==> src/rtl/telemetry_tx_arbiter.sv <==
// rtl/telemetry_tx_arbiter.sv - round-robin arbiter framing two telemetry FIFOs onto one uart_tx.
// Optional checksum byte enabled by TELEM_CHECKSUM_EN.
module telemetry_tx_arbiter #(
  parameter int         DATA_WIDTH = 128,
  parameter logic [7:0] SYNC_BYTE  = 8'hA5,
  parameter logic [7:0] CH0_ID     = 8'h00,
  parameter logic [7:0] CH1_ID     = 8'h01
) (
  input  logic                  clk,
  input  logic                  reset,
  input  logic                  en,
  input  logic                  fifo0_empty,
  input  logic [DATA_WIDTH-1:0] fifo0_dout,
  output logic                  fifo0_rd_en,
  input  logic                  fifo1_empty,
  input  logic [DATA_WIDTH-1:0] fifo1_dout,
  output logic                  fifo1_rd_en,
  output logic                  uart_start_tx,
  output logic [7:0]            uart_tx_din,
  input  logic                  uart_tx_done,
  output logic                  busy,
  output logic                  frame_done
);

  localparam int N_DATA = DATA_WIDTH / 8;
`ifdef TELEM_CHECKSUM_EN
  localparam int FRAME_LEN = N_DATA + 3;
`else
  localparam int FRAME_LEN = N_DATA + 2;
`endif
  localparam int IDX_W = $clog2(FRAME_LEN + 1);

  localparam logic [IDX_W-1:0] IDX_ID    = IDX_W'(1);
  localparam logic [IDX_W-1:0] IDX_DATA0 = IDX_W'(2);
  localparam logic [IDX_W-1:0] IDX_DEND  = IDX_W'(N_DATA + 2);
  localparam logic [IDX_W-1:0] IDX_LAST  = IDX_W'(FRAME_LEN);

  localparam logic [2:0] S_IDLE  = 3'd0;
  localparam logic [2:0] S_POP   = 3'd1;
  localparam logic [2:0] S_LATCH = 3'd2;
  localparam logic [2:0] S_SEND  = 3'd3;
  localparam logic [2:0] S_WAIT  = 3'd4;
  localparam logic [2:0] S_DONE  = 3'd5;

  logic [2:0]            r_state;
  logic [IDX_W-1:0]      r_idx;
  logic [DATA_WIDTH-1:0] r_shreg;
  logic                  r_chan;
  logic                  r_last_grant;
  logic                  r_fifo0_rd_en;
  logic                  r_fifo1_rd_en;
  logic                  r_start;
  logic [7:0]            r_din;
  logic                  r_busy;
  logic                  r_frame_done;
`ifdef TELEM_CHECKSUM_EN
  logic [7:0]            r_csum;
`endif

  logic       w_req0;
  logic       w_req1;
  logic       w_grant1;
  logic       w_is_data;
  logic [7:0] w_byte;

  assign w_req0    = !fifo0_empty;
  assign w_req1    = !fifo1_empty;
  // Channel 1 wins when it is the only requester, or on a tie when channel 0 went last.
  assign w_grant1  = w_req1 && (!w_req0 || !r_last_grant);
  assign w_is_data = (r_idx >= IDX_DATA0) && (r_idx < IDX_DEND);

  // r_idx holds the count of bytes already launched, i.e. the index of the next byte.
  always_comb begin
    w_byte = r_shreg[DATA_WIDTH-1 -: 8];
    if (r_idx == IDX_ID) begin
      w_byte = r_chan ? CH1_ID : CH0_ID;
    end
`ifdef TELEM_CHECKSUM_EN
    else if (r_idx == IDX_DEND) begin
      w_byte = r_csum;
    end
`endif
  end

  always_ff @(posedge clk or posedge reset) begin
    if (reset) begin
      r_state       <= S_IDLE;
      r_idx         <= '0;
      r_shreg       <= '0;
      r_chan        <= 1'b0;
      r_last_grant  <= 1'b1;
      r_fifo0_rd_en <= 1'b0;
      r_fifo1_rd_en <= 1'b0;
      r_start       <= 1'b0;
      r_din         <= 8'h00;
      r_busy        <= 1'b0;
      r_frame_done  <= 1'b0;
`ifdef TELEM_CHECKSUM_EN
      r_csum        <= 8'h00;
`endif
    end else begin
      r_fifo0_rd_en <= 1'b0;
      r_fifo1_rd_en <= 1'b0;
      r_start       <= 1'b0;
      r_frame_done  <= 1'b0;
      case (r_state)
        S_IDLE: begin
          if (en && (w_req0 || w_req1)) begin
            r_chan        <= w_grant1;
            r_last_grant  <= w_grant1;
            r_fifo0_rd_en <= !w_grant1;
            r_fifo1_rd_en <= w_grant1;
            r_busy        <= 1'b1;
            r_state       <= S_POP;
          end
        end
        S_POP: begin
          r_state <= S_LATCH;
        end
        // FIFO data is valid now; SYNC needs no record data so it launches on the same edge.
        S_LATCH: begin
          r_shreg <= r_chan ? fifo1_dout : fifo0_dout;
          r_din   <= SYNC_BYTE;
          r_start <= 1'b1;
          r_idx   <= IDX_ID;
`ifdef TELEM_CHECKSUM_EN
          r_csum  <= 8'h00;
`endif
          r_state <= S_SEND;
        end
        S_SEND: begin
          r_state <= S_WAIT;
        end
        S_WAIT: begin
          if (uart_tx_done) begin
            if (r_idx == IDX_LAST) begin
              r_frame_done <= 1'b1;
              r_state      <= S_DONE;
            end else begin
              r_din   <= w_byte;
              r_start <= 1'b1;
              r_idx   <= r_idx + 1'b1;
              r_state <= S_SEND;
              if (w_is_data) begin
                r_shreg <= r_shreg << 8;
              end
`ifdef TELEM_CHECKSUM_EN
              if (r_idx != IDX_DEND) begin
                r_csum <= r_csum ^ w_byte;
              end
`endif
            end
          end
        end
        S_DONE: begin
          r_busy  <= 1'b0;
          r_idx   <= '0;
          r_state <= S_IDLE;
        end
        default: begin
          r_busy  <= 1'b0;
          r_state <= S_IDLE;
        end
      endcase
    end
  end

  assign fifo0_rd_en   = r_fifo0_rd_en;
  assign fifo1_rd_en   = r_fifo1_rd_en;
  assign uart_start_tx = r_start;
  assign uart_tx_din   = r_din;
  assign busy          = r_busy;
  assign frame_done    = r_frame_done;

endmodule

==> config.mk <==
export PLATFORM = sky130hd
export DESIGN_NAME = telemetry_tx_arbiter
export DESIGN_NICKNAME = d
export VERILOG_FILES = /design/src/rtl/telemetry_tx_arbiter.sv
export SDC_FILE = /design/constraint.sdc
export NUM_CORES = 1
export LEC_CHECK = 0
export ABC_AREA = 0
export BUFFER_PORTS_ARGS = -buffer_cell sky130_fd_sc_hd__clkbuf_2
export CAP_MARGIN = 5
export CORE_MARGIN = 8
export CORE_UTILIZATION = 51
export DETAILED_ROUTE_END_ITERATION = 16
export PLACE_DENSITY = 0.82
export SLEW_MARGIN = 0
export SYNTH_ARGS = -nofsm -noshare
export SYNTH_HDL_FRONTEND = slang
export SYNTH_SLANG_ARGS = --single-unit
==> constraint.sdc <==
create_clock -name clk -period 6.3 [get_ports clk]
set_input_delay 0.63 -clock clk [delete_from_list [all_inputs] [get_ports clk]]
set_output_delay 0.63 -clock clk [all_outputs]
set_load 0.01 [all_outputs]
==> flow_summary.rst <==
.. list-table::
   :header-rows: 1

   * - Metric
     - Value
   * - Post-CTS repair timing setup buffer count
     - 0
   * - Antenna violations before repair
     - 0
   * - Register clock-pin slew on the reported worst setup and hold paths
     - 0.06 ns
   * - Reported max-cap violation count
     - 0
   * - Share of flip-flops with an asynchronous set or reset after synthesis
     - 100.0%
   * - Hold buffer count at cts
     - 0
   * - Critical path fanouts, max
     - 67
   * - Setup Viol. Count Final
     - 0
   * - Number of distinct library cell variants in the gate-level netlist after synthesis
     - 35
   * - Fill cells
     - 1323
   * - Die area
     - 0.02070 sq mm
   * - CTS H-tree depth
     - 4
   * - DP Wirelength
     - 16240 um
   * - Total gr overflow
     - 0
   * - Crit path DAT
     - 3.59 ns
   * - Pre-CTS worst setup slack
     - 3.074 ns
   * - Number of enable flip-flop cells after synthesis
     - 0
   * - Total via count in the routed design
     - 7699
   * - Number of top-level design ports
     - 275
   * - Buffer depth of the longest clock path
     - 2
   * - Final Critical Period
     - 3.338 ns
   * - Setup slack of the critical path after layout
     - 2.962 ns
   * - Gr usage total
     - 22.38%
   * - Sequential-to-total area share from yosys stat
     - 45.33%
   * - Multi-input logic area
     - 0.004125 sq mm
   * - Count of synthesis-stage warnings from yosys
     - 0
   * - Unrepaired setup endpoints after global routing
     - no
   * - Post-route clock period utilization
     - 52.98%
   * - Number of placed instances with taps included
     - 1353
   * - Cell type contributing the most total cell area after synthesis
     - sky130_fd_sc_hd__dfrtp_1
   * - DIE WIDTH
     - 143.9 um
   * - Power per cell area
     - 479.6 mW/mm^2
   * - Sequential cell area in the final layout
     - 0.003784 sq mm
   * - Crit path required time
     - 6.55 ns
   * - Cell types with the largest area share after synthesis
     - sky130_fd_sc_hd__dfrtp_1 (45%), sky130_fd_sc_hd__mux2i_1 (15%), sky130_fd_sc_hd__o22ai_1 (9.0%)
   * - Status
     - finished, final reports clean
   * - Site Rows
     - 46
   * - Total CTS buffers
     - 17
   * - Main synth FF type
     - sky130_fd_sc_hd__dfrtp_1
   * - Hold Vio Cnt, Final
     - 0
   * - ANT cells
     - 0
   * - Sum of routed wire length over all layers
     - 23470 um
   * - TritonCTS clock tree
     - built
   * - Worst Max-Slew Pin Slew
     - 1.204 ns
   * - Non-filler cells, final
     - 1385
   * - Count of mapped cells out of synthesis
     - 941
   * - Fraction of synthesized cell area taken by the top area cell type
     - 45.01%
   * - Final cell utilization of the core
     - 64.56%
   * - Leakage power
     - 0.005093 uW
   * - Peak clock frequency supported by timing
     - 299.6 MHz
   * - Wire length of the first global-routing pass
     - 37160 um
   * - Depth of the worst register-to-register path
     - 9
   * - Fraction of layout instances using a drive strength above 1
     - 27.63%
   * - CP endpoint kind
     - flop
   * - Maximum resistive drop on vdd
     - 205.2 uV
   * - Flip-flop and latch count after synthesis
     - 151
   * - Initial standard-cell utilization of the core
     - 52.31%
   * - Avg Cell Area, Syn
     - 8.862 sq um
   * - Remaining routing DRC violations
     - 0
   * - Final antenna-violating net count
     - 0
   * - Pin count of the biggest net entering global routing
     - 244
   * - R2R setup slack
     - 2.96 ns
   * - Hold Crit Class
     - input pin to asynchronous set/reset pin
   * - Vias in the first global route
     - 7581
   * - Clk_lat worst skew
     - 0.42 ns
   * - Final sum of negative setup slack
     - 0 ns
   * - Source of the worst register-to-register timing path
     - r_idx[0]
   * - Post-synthesis instance area
     - 0.008339 sq mm
   * - Critical path class
     - flop to flop
   * - TritonRoute pass-1 iters
     - 5
   * - Drt wl/cell
     - 16.94 um
   * - Post-layout nets
     - 1421
   * - Count of input and output buffers
     - 274
   * - Num Clock Sinks
     - 151
   * - Worst r2r dst
     - r_shreg[96]
   * - Commonest non-fill, non-tap cells in the layout
     - sky130_fd_sc_hd__clkbuf_2 (274), sky130_fd_sc_hd__dfrtp_1 (149), sky130_fd_sc_hd__a21oi_1 (130)
   * - Headroom to the max-slew limit
     - 19.74%
   * - Via density per instance
     - 5.559
   * - Core Footprint
     - 0.01594 sq mm
   * - Area overhead of the layout relative to synthesis
     - 23.42%
   * - Post-synthesis net count
     - 1206
   * - Gpl congestion
     - 0.8872
   * - DRC marker count from the first detailed-route iteration
     - 546
   * - CTS root buffer
     - sky130_fd_sc_hd__clkbuf_16
   * - Final Slew Violations
     - 0
   * - Y dimension of the die
     - 143.9 um
   * - Commonest non-fill, non-tap cell in the layout
     - sky130_fd_sc_hd__clkbuf_2
   * - Quantity of gates resized following cts
     - 0
   * - Startpoint class of the critical path
     - flop
   * - Clock skew after layout
     - 0.007566 ns
stage by stage:
stage / power (uW) / hold slack, ns / cell area [sq um]
5_1_grt: 5290 / 0.4142 / 10290
3_5_place_dp: 3874 / 0.4739 / 9681
6_report: 4937 / 0.3622 / 10290
3_3_place_gp: 3794 / 0.4731 / 9681
2_1_floorplan: 3394 / 0.4564 / 8339
4_1_cts: 4946 / 0.3779 / 10290
cells in the mapped netlist, types with 2 or more instances:
cell type and count:
sky130_fd_sc_hd__dfrtp_1 150, sky130_fd_sc_hd__a21oi_1 130, sky130_fd_sc_hd__nor2_1 130, sky130_fd_sc_hd__mux2i_1 129, sky130_fd_sc_hd__nand2_1 128, sky130_fd_sc_hd__o22ai_1 120
sky130_fd_sc_hd__buf_2 69, sky130_fd_sc_hd__clkbuf_1 17, sky130_fd_sc_hd__inv_1 12, sky130_fd_sc_hd__o2bb2ai_1 8, sky130_fd_sc_hd__o21ai_0 7, sky130_fd_sc_hd__a22o_1 4
sky130_fd_sc_hd__nor2b_1 4, sky130_fd_sc_hd__ha_1 3, sky130_fd_sc_hd__o22a_1 3, sky130_fd_sc_hd__and3_1 2, sky130_fd_sc_hd__and3b_1 2, sky130_fd_sc_hd__nand2b_1 2
sky130_fd_sc_hd__nand4bb_1 2, sky130_fd_sc_hd__nor3_1 2, sky130_fd_sc_hd__o21bai_1 2, sky130_fd_sc_hd__o31a_1 2
worst max-delay path, stage by stage, from the launching register on:
cell                       delay [ns]
sky130_fd_sc_hd__dfrtp_1         0.53
sky130_fd_sc_hd__inv_1           0.12
sky130_fd_sc_hd__ha_1            0.21
sky130_fd_sc_hd__nor2_1          0.20
sky130_fd_sc_hd__a211oi_4        0.09
sky130_fd_sc_hd__buf_4           0.33
sky130_fd_sc_hd__nor2_4          0.24
sky130_fd_sc_hd__buf_4           0.51
sky130_fd_sc_hd__buf_4           0.67
sky130_fd_sc_hd__o22ai_1         0.18
power breakdown:
part	leakage, uW	internal (uW)	switching (uW)	total (uW)
clock network	0.000296	663	387	1050
registers	0.00186	1440	333	1770
logic	0.00293	897	1220	2120
total	0.00509	3000	1940	4940
state kept, by name (all words and copies together) (netlist names):
register	count
r_shreg	128
r_chan	1
fifo0_rd_en	1
r_idx	5
r_state	3
frame_done	1
fifo1_rd_en	1
uart_tx_din	8
r_last_grant	1
uart_start_tx	1
busy	1
cells by family (layout without fill, tap and decap cells):
kind of cell,Yosys count,after routing,share of synthesized area (%)
muxes,130,130,15.62
DFF,151,151,45.33
buffers and inverters,99,327,5.536
and+or+nand+nor,276,276,13.17
AOI/OAI and AO/OA,282,282,19.89
adders and majority gates,3,3,0.4502
worst max path at each step:
stage	startpoint	end	depth (start not counted)	slack [ns]
floorplan	reset	busy	1	1.61
global placement	r_idx[0]	r_shreg[111]	9	3.16
detailed placement	r_idx[0]	r_shreg[96]	9	3.07
CTS	r_idx[0]	r_shreg[96]	9	3.03
global route	r_idx[0]	r_shreg[96]	9	2.73
finish	r_idx[0]	r_shreg[96]	9	2.96
metal layers:
| metal | vias up | part of all wire [%] | GRT usage, % |
|---|---|---|---|
| met5 | - | 0 | 0 |
| met4 | 0 | 1.7 | 8.024 |
| met3 | 31 | 6.5 | 4.346 |
| met2 | 275 | 50 | 37.00 |
| met1 | 3632 | 42 | 28.59 |
| li1 | 3761 | - | - |
cell type report:
class / count / share of cell area (%)
well taps: 216 / 2.626
clock buffers: 24 / 4.778
flip-flops and latches: 151 / 36.76
clock inverters: 8 / 1.167
multi-input cells: 691 / 40.08
inverters: 12 / 0.4863
repair buffers: 283 / 14.10
Note: power is estimated with default switching activity, not from simulation.
